**src/rtl/pwm_decoder.sv**
```systemverilog
// rtl/pwm_decoder.sv - PWM duty-cycle decoder: counts active samples over 2^WIDTH strobes
module pwm_decoder #(
    parameter int WIDTH  = 8,
    parameter bit INVERT = 1'b0
) (
    input  logic             clk,
    input  logic             reset,
    input  logic             strobe,
    input  logic             pwm_in,
    output logic [WIDTH-1:0] level,
    output logic             level_valid,
    output logic             full,
    output logic             locked
);

    localparam logic [WIDTH-1:0] WIN_LAST = '1;
    localparam logic [WIDTH:0]   FULL_CNT = {1'b1, {WIDTH{1'b0}}};

    logic             sync1_q, sync1_d;
    logic             sync2_q, sync2_d;
    logic [WIDTH-1:0] win_cnt_q, win_cnt_d;
    logic [WIDTH:0]   hi_cnt_q, hi_cnt_d;
    logic [WIDTH-1:0] level_q, level_d;
    logic             level_valid_q, level_valid_d;
    logic             full_q, full_d;
    logic             locked_q, locked_d;
    logic [WIDTH:0]   prev_total_q, prev_total_d;
    logic             have_prev_q, have_prev_d;

    logic             sample;
    logic [WIDTH:0]   total;

    always_comb begin
        sync1_d       = pwm_in;
        sync2_d       = sync1_q;
        win_cnt_d     = win_cnt_q;
        hi_cnt_d      = hi_cnt_q;
        level_d       = level_q;
        level_valid_d = 1'b0;
        full_d        = full_q;
        locked_d      = locked_q;
        prev_total_d  = prev_total_q;
        have_prev_d   = have_prev_q;

        sample = sync2_q ^ INVERT;
        // hi_cnt never exceeds 2^WIDTH-1 before the closing sample, so total fits WIDTH+1 bits
        total  = hi_cnt_q + {{WIDTH{1'b0}}, sample};

        if (strobe) begin
            if (win_cnt_q != WIN_LAST) begin
                win_cnt_d = win_cnt_q + WIDTH'(1);
                hi_cnt_d  = total;
            end else begin
                level_d       = (total == FULL_CNT) ? '1 : total[WIDTH-1:0];
                full_d        = (total == FULL_CNT);
                level_valid_d = 1'b1;
                locked_d      = have_prev_q && (total == prev_total_q);
                prev_total_d  = total;
                have_prev_d   = 1'b1;
                win_cnt_d     = '0;
                hi_cnt_d      = '0;
            end
        end
    end

    always_ff @(posedge clk) begin
        if (reset) begin
            sync1_q       <= 1'b0;
            sync2_q       <= 1'b0;
            win_cnt_q     <= '0;
            hi_cnt_q      <= '0;
            level_q       <= '0;
            level_valid_q <= 1'b0;
            full_q        <= 1'b0;
            locked_q      <= 1'b0;
            prev_total_q  <= '0;
            have_prev_q   <= 1'b0;
        end else begin
            sync1_q       <= sync1_d;
            sync2_q       <= sync2_d;
            win_cnt_q     <= win_cnt_d;
            hi_cnt_q      <= hi_cnt_d;
            level_q       <= level_d;
            level_valid_q <= level_valid_d;
            full_q        <= full_d;
            locked_q      <= locked_d;
            prev_total_q  <= prev_total_d;
            have_prev_q   <= have_prev_d;
        end
    end

    assign level       = level_q;
    assign level_valid = level_valid_q;
    assign full        = full_q;
    assign locked      = locked_q;

endmodule

```
**config.mk**
```make
export PLATFORM = sky130hd
export DESIGN_NAME = pwm_decoder
export DESIGN_NICKNAME = d
export VERILOG_FILES = /design/src/rtl/pwm_decoder.sv
export SDC_FILE = /design/constraint.sdc
export NUM_CORES = 1
export LEC_CHECK = 0
export ABC_AREA = 1
export BUFFER_PORTS_ARGS = -buffer_cell sky130_fd_sc_hd__buf_2
export CORE_MARGIN = 2
export CORE_UTILIZATION = 43
export CTS_BUF_LIST = sky130_fd_sc_hd__clkbuf_4
export DETAILED_ROUTE_END_ITERATION = 10
export PLACE_DENSITY_LB_ADDON = 0.15
export SLEW_MARGIN = 20
export SYNTH_ARGS = -nofsm -noshare
export SYNTH_HDL_FRONTEND = slang
export SYNTH_SLANG_ARGS = --single-unit
export TNS_END_PERCENT = 100
```
**constraint.sdc**
```tcl
create_clock -name clk -period 1.5 [get_ports clk]
set_input_delay 0.375 -clock clk [delete_from_list [all_inputs] [get_ports clk]]
set_output_delay 0.375 -clock clk [all_outputs]
set_load 0.01 [all_outputs]
```
Word-level counts from Yosys, hierarchy flattened
Cells that the tools add are included.

operators by class
  add/subtract/negate cells = 2
  mux-type cells = 4
  bitwise operators = 2
  equality and inequality tests = 3
  reduce and logical (&&, ||, !) cells = 3

operators with widths
  operator                                       number
  two-way mux 8 bit                              2
  adder 9 x 1 -> 9 bit                           1
  == test 9 bit                                  1
  == test 9 bit (second input constant)          1
  two-way mux 9 bit                              1
  adder 8 x 1 -> 8 bit (second input constant)   1
  inequality test 8 bit (second input constant)  1
  NOT 1 bit                                      2
  AND reduction 2 bit                            1
  OR reduction 2 bit                             1
  logical AND 1 bit                              1
  two-way mux 1 bit                              1

storage, ports and cells
  register bits = 40
  input port bits = 4
  output and inout bits = 11
  word-level logic and storage cells = 24

Logic depth before layout (Yosys ltp)
  word-level depth = 3
  depth in mapped cells = 13
  depth with buffers taken out = 13

Worst setup path after synthesis
OpenSTA, ideal clock, no wires.

  kind = register -> register
  start point = reg hi_cnt_q[0]
  end point = reg level_q[5] (netlist: level[5])
  buffers on the path = 0
  arrival = 1.440 ns
  cell stages (with the launch flop) = 12
  clock period less this slack = 1.501 ns
  setup slack = -0.001 ns
  setup time = 0.062 ns
  required time = 1.438 ns
  path through = dfxtp_1 ha_1 ha_1 nand2_1 nor2_1 nand2_1 nand2_1 nor2_1 nand3_2 nor2_4 nand2_4 nand3_1

on the way
  cells in the longest elaborated chain, start to end = 3

RTL lines
  element                 line  text
  from (decl)             22    logic [WIDTH:0] hi_cnt_q, hi_cnt_d;
  from (signal assigned)  82    hi_cnt_q <= hi_cnt_d;
  adder 9 x 1 -> 9 bit *  47    total = hi_cnt_q + {{WIDTH{1'b0}}, sample};
  == test 9 bit           54    level_d = (total == FULL_CNT) ? '1 : total[WIDTH-1:0];
  two-way mux 8 bit *     54
  to (signal assigned)    83    level_q <= level_d;
  to (decl)               23    logic [WIDTH-1:0] level_q, level_d;

Every way passes the cells marked *; elsewhere a longest branch is shown, timed or not.
A chain may end at the register's enable or synchronous reset.

Worst setup path after layout
  start point = reg hi_cnt_q[0]
  end point = reg locked_q (netlist: locked)

on the way
  cells in the longest elaborated chain, start to end = 3

RTL lines
  element               line  text
  adder 9 x 1 -> 9 bit  47
  == test 9 bit         57    locked_d = have_prev_q && (total == prev_total_q);
  logical AND 1 bit     57
  to (signal assigned)  86    locked_q <= locked_d;
  to (decl)             26    logic locked_q, locked_d;

No other way between the ends.

==> impl_metrics.tcl <==
set metrics [dict create \
    r2r_cells 11 \
    max_slew.worst_pin.slew_ns 0.272 \
    layout.nets 316 \
    r2r_slack_ns -0.12 \
    postCtsHoldBufs 0 \
    grt_pass1_vias 1667 \
    ys_types 28 \
    crit_start "hi_cnt_q[0]" \
    placed_area_um2 2130 \
    required_ns 1.81 \
    failed_checks "setup timing" \
    max_cap_violations 0 \
    cts_buffers 5 \
    critPathKind "reg -> reg" \
    status "finished, violations left" \
    power.density_nw_per_um2 771 \
    routedWlPerCell_um 12.0 \
    final.setup.tns_ns -1.05 \
    drc 0 \
    cts_tree "yes" \
    clkTransAtPathRegs_ns 0.14 \
    yosys-top-cells-area "dfxtp_1 44%, nand2_1 18%, nand3_1 6.3%" \
    cp-end-kind "flop" \
    grt_max_degree 16 \
    r2r_start "hi_cnt_q[0]" \
    dieHeight_um 69.2 \
    ys_warn_count 0 \
    port_buffers 14 \
    die_w_um 69.2 \
    gp_congestion 0.788 \
    ys_ff_latch 40 \
    layout-drive-gt1-share_pct 37.7 \
    critical-path-max-stage-delay_ns 0.38 \
    p_leak_nw 1.17 \
    async_reset_ff_share_pct 0 \
    critPathTopFamily "simple AND/OR/NAND/NOR gates" \
    rsz0062_at_grt "true" \
    cpMaxStageDelayCell "dfxtp_2" \
    slew_viol_final 0 \
    layout_worst_path_cycle_share_pct 108 \
    fin_skew_ns 0.0190 \
    drt-total-wl_mm 4.33 \
    area_growth_pct 35.8 \
    vias 1764 \
    ant_nets 0 \
    clockBufferDepth 2 \
    clock.fmax_mhz 618 \
    dieArea_um2 4790 \
    syn_inst 261 \
    h-tree-depth 2 \
    syn_avg_cell_area_um2 7.01 \
    finalSetupViolCount 11 \
    root_buffer "clkbuf_4" \
    grt_first_pass_wirelength_mm 7.14 \
    critPathBufInv 1 \
    cp-endpoint "locked" \
    drt_iter0_drc 87 \
    p_total_mw 1.92 \
    synth_edf_count 0 \
    rows 23 \
    min_path_cells 3 \
    reg2reg_to "locked" \
    path_common_cell "ha_4" \
    finalHoldViolations 0 \
    syn_nets 268 \
    synth_common_cells "88 x nand2_1, 40 x dfxtp_1, 29 x inv_1" \
    synth_top_cell_area_share_pct 43.8 \
    clock-sinks 40 \
    clk-insertion-delay-late_ns 0.36 \
    grt_overflow 0 \
    max-vdd-ir-drop_mv 0.582 \
    core_area_um2 4060 \
    cp_cell_sequence "ha_4 > ha_4 > nand2_4 > nor2_4 > nand3b_1 > buf_4 > nand3_2 > nand2_2 > nor2_2 > nand3_1 > nand2_1" \
    setup_ws_ns -0.118 \
    antenna_found_initial 0 \
    cp_max_fo 3 \
    antenna_cells 0 \
    final.min_clock_period_ns 1.62 \
    hold_path_class "in -> reg" \
    dp_hpwl_mm 2.99 \
    floorplan.initialDensity_pct 45.1 \
    synth_most_common_cell "nand2_1" \
    synth_ff_type "dfxtp_1" \
    synth_area_um2 1830 \
    cp.depth 11 \
    cp.arrival_ns 1.93 \
    firstDrtPassIters 4 \
    relSlewSlack_pct 81.8 \
    start_kind "flop" \
    vias_per_cell 4.90 \
    seq_area_frac_synth_pct 43.8 \
    synth_area_leader_cell "dfxtp_1" \
    globalRouteTotalUtil_pct 18.3 \
    ios 15 \
    stdcell_area_um2 2480 \
]
==> layer usage <==
layer | GRT usage [%] | routed length [µm]
met5 | 0 | 0
met4 | 6.54 | 61
met3 | 4.65 | 104
met2 | 31.7 | 2170
met1 | 21.9 | 2000
==> cells by family (layout without fill, tap and decap cells) <==
kind of cell	count (synthesis)	after routing	synth area share (%)
AOI/OAI and AO/OA	31	31	9.92
DFF	40	40	43.8
adders and majority gates	3	3	2.05
buffers and inverters	37	86	8.07
xor gates and xnor gates	2	2	0.958
and+or+nand+nor	148	148	35.2
==> placed cells by master, fill, tap and decap left out, drive strengths merged <==
master    Yosys  routed
a21oi        14      14
ha            3       3
buf           2      45
nand2        91      91
clkbuf        2       5
clkinv        1       1
xnor2         1       1
nor2         30      30
xor2          1       1
o21bai        2       2
dfxtp        40      40
bufinv        0       2
o31ai         1       1
nand3        24      24
clkinvlp      0       1
o21ai         8       8
nor3          2       2
a22oi         2       2
inv          32      32
o211a         1       1
nand3b        1       1
o22ai         3       3
==> how the worst min path moves through the flow <==
stage	slack [ns]	to	start
finish	0.22	sync1_q	pwm_in
global route	0.20	sync1_q	pwm_in
CTS	0.22	sync1_q	pwm_in
detailed placement	0.40	sample	sync1_q
global placement	0.39	sample	sync1_q
floorplan	0.39	sample	sync1_q
==> area by class of cell <==
| cell class | instances | area, µm² |
|---|---|---|
| Clock buffer | 5 | 37.5 |
| Tap cell | 50 | 62.6 |
| Multi-Input combinational cell | 184 | 1080 |
| Clock inverter | 3 | 42.5 |
| Timing Repair Buffer | 45 | 314 |
| Sequential cell | 40 | 807 |
| Fill cell | 394 | 1570 |
| Inverter | 33 | 140 |
==> repair_timing <==
action / CTS / global route
resized for setup: 22 / 43
pin swaps: 11 / 18
setup buffers: 2 / 6
gates cloned: 0 / 0
setup endpoints to repair: 22 / 26
==> registers in the layout (all words and copies together) (netlist names) <==
| register | flops |
|---|---|
| have_prev_q | 1 |
| full | 1 |
| locked | 1 |
| prev_total_q | 9 |
| level_valid | 1 |
| sample | 1 |
| hi_cnt_q | 9 |
| level | 8 |
| win_cnt_q | 8 |
| sync1_q | 1 |
==> worst reg2reg max path, cell delays in order (launching register included) <==
cell and delay (ns):
dfxtp_2 0.38, ha_4 0.16, ha_4 0.17, nand2_4 0.07
nor2_4 0.12, nand3b_1 0.13, buf_4 0.16, nand3_2 0.07
nand2_2 0.06, nor2_2 0.12, nand3_1 0.09, nand2_1 0.07
==> power breakdown <==
| group | switching [mW] | internal, mW |
|---|---|---|
| clock network | 0.387 | 0.348 |
| logic | 0.0550 | 0.0460 |
| registers | 0.00763 | 1.07 |
| total | 0.450 | 1.47 |
==> stage by stage <==
stage | utilization (%) | instances | hold slack (ns) | setup WS [ns]
finish | 61.2 | 360 | 0.215 | -0.118
global route | 61.2 | 360 | 0.205 | -0.218
CTS | 56.6 | 356 | 0.216 | -0.0601
detailed placement | 52.4 | 346 | 0.400 | -0.184
global placement | 52.4 | 346 | 0.394 | -0.137
floorplan | - | 261 | 0.388 | 0.0127
Power figures use the tool's default switching activity.
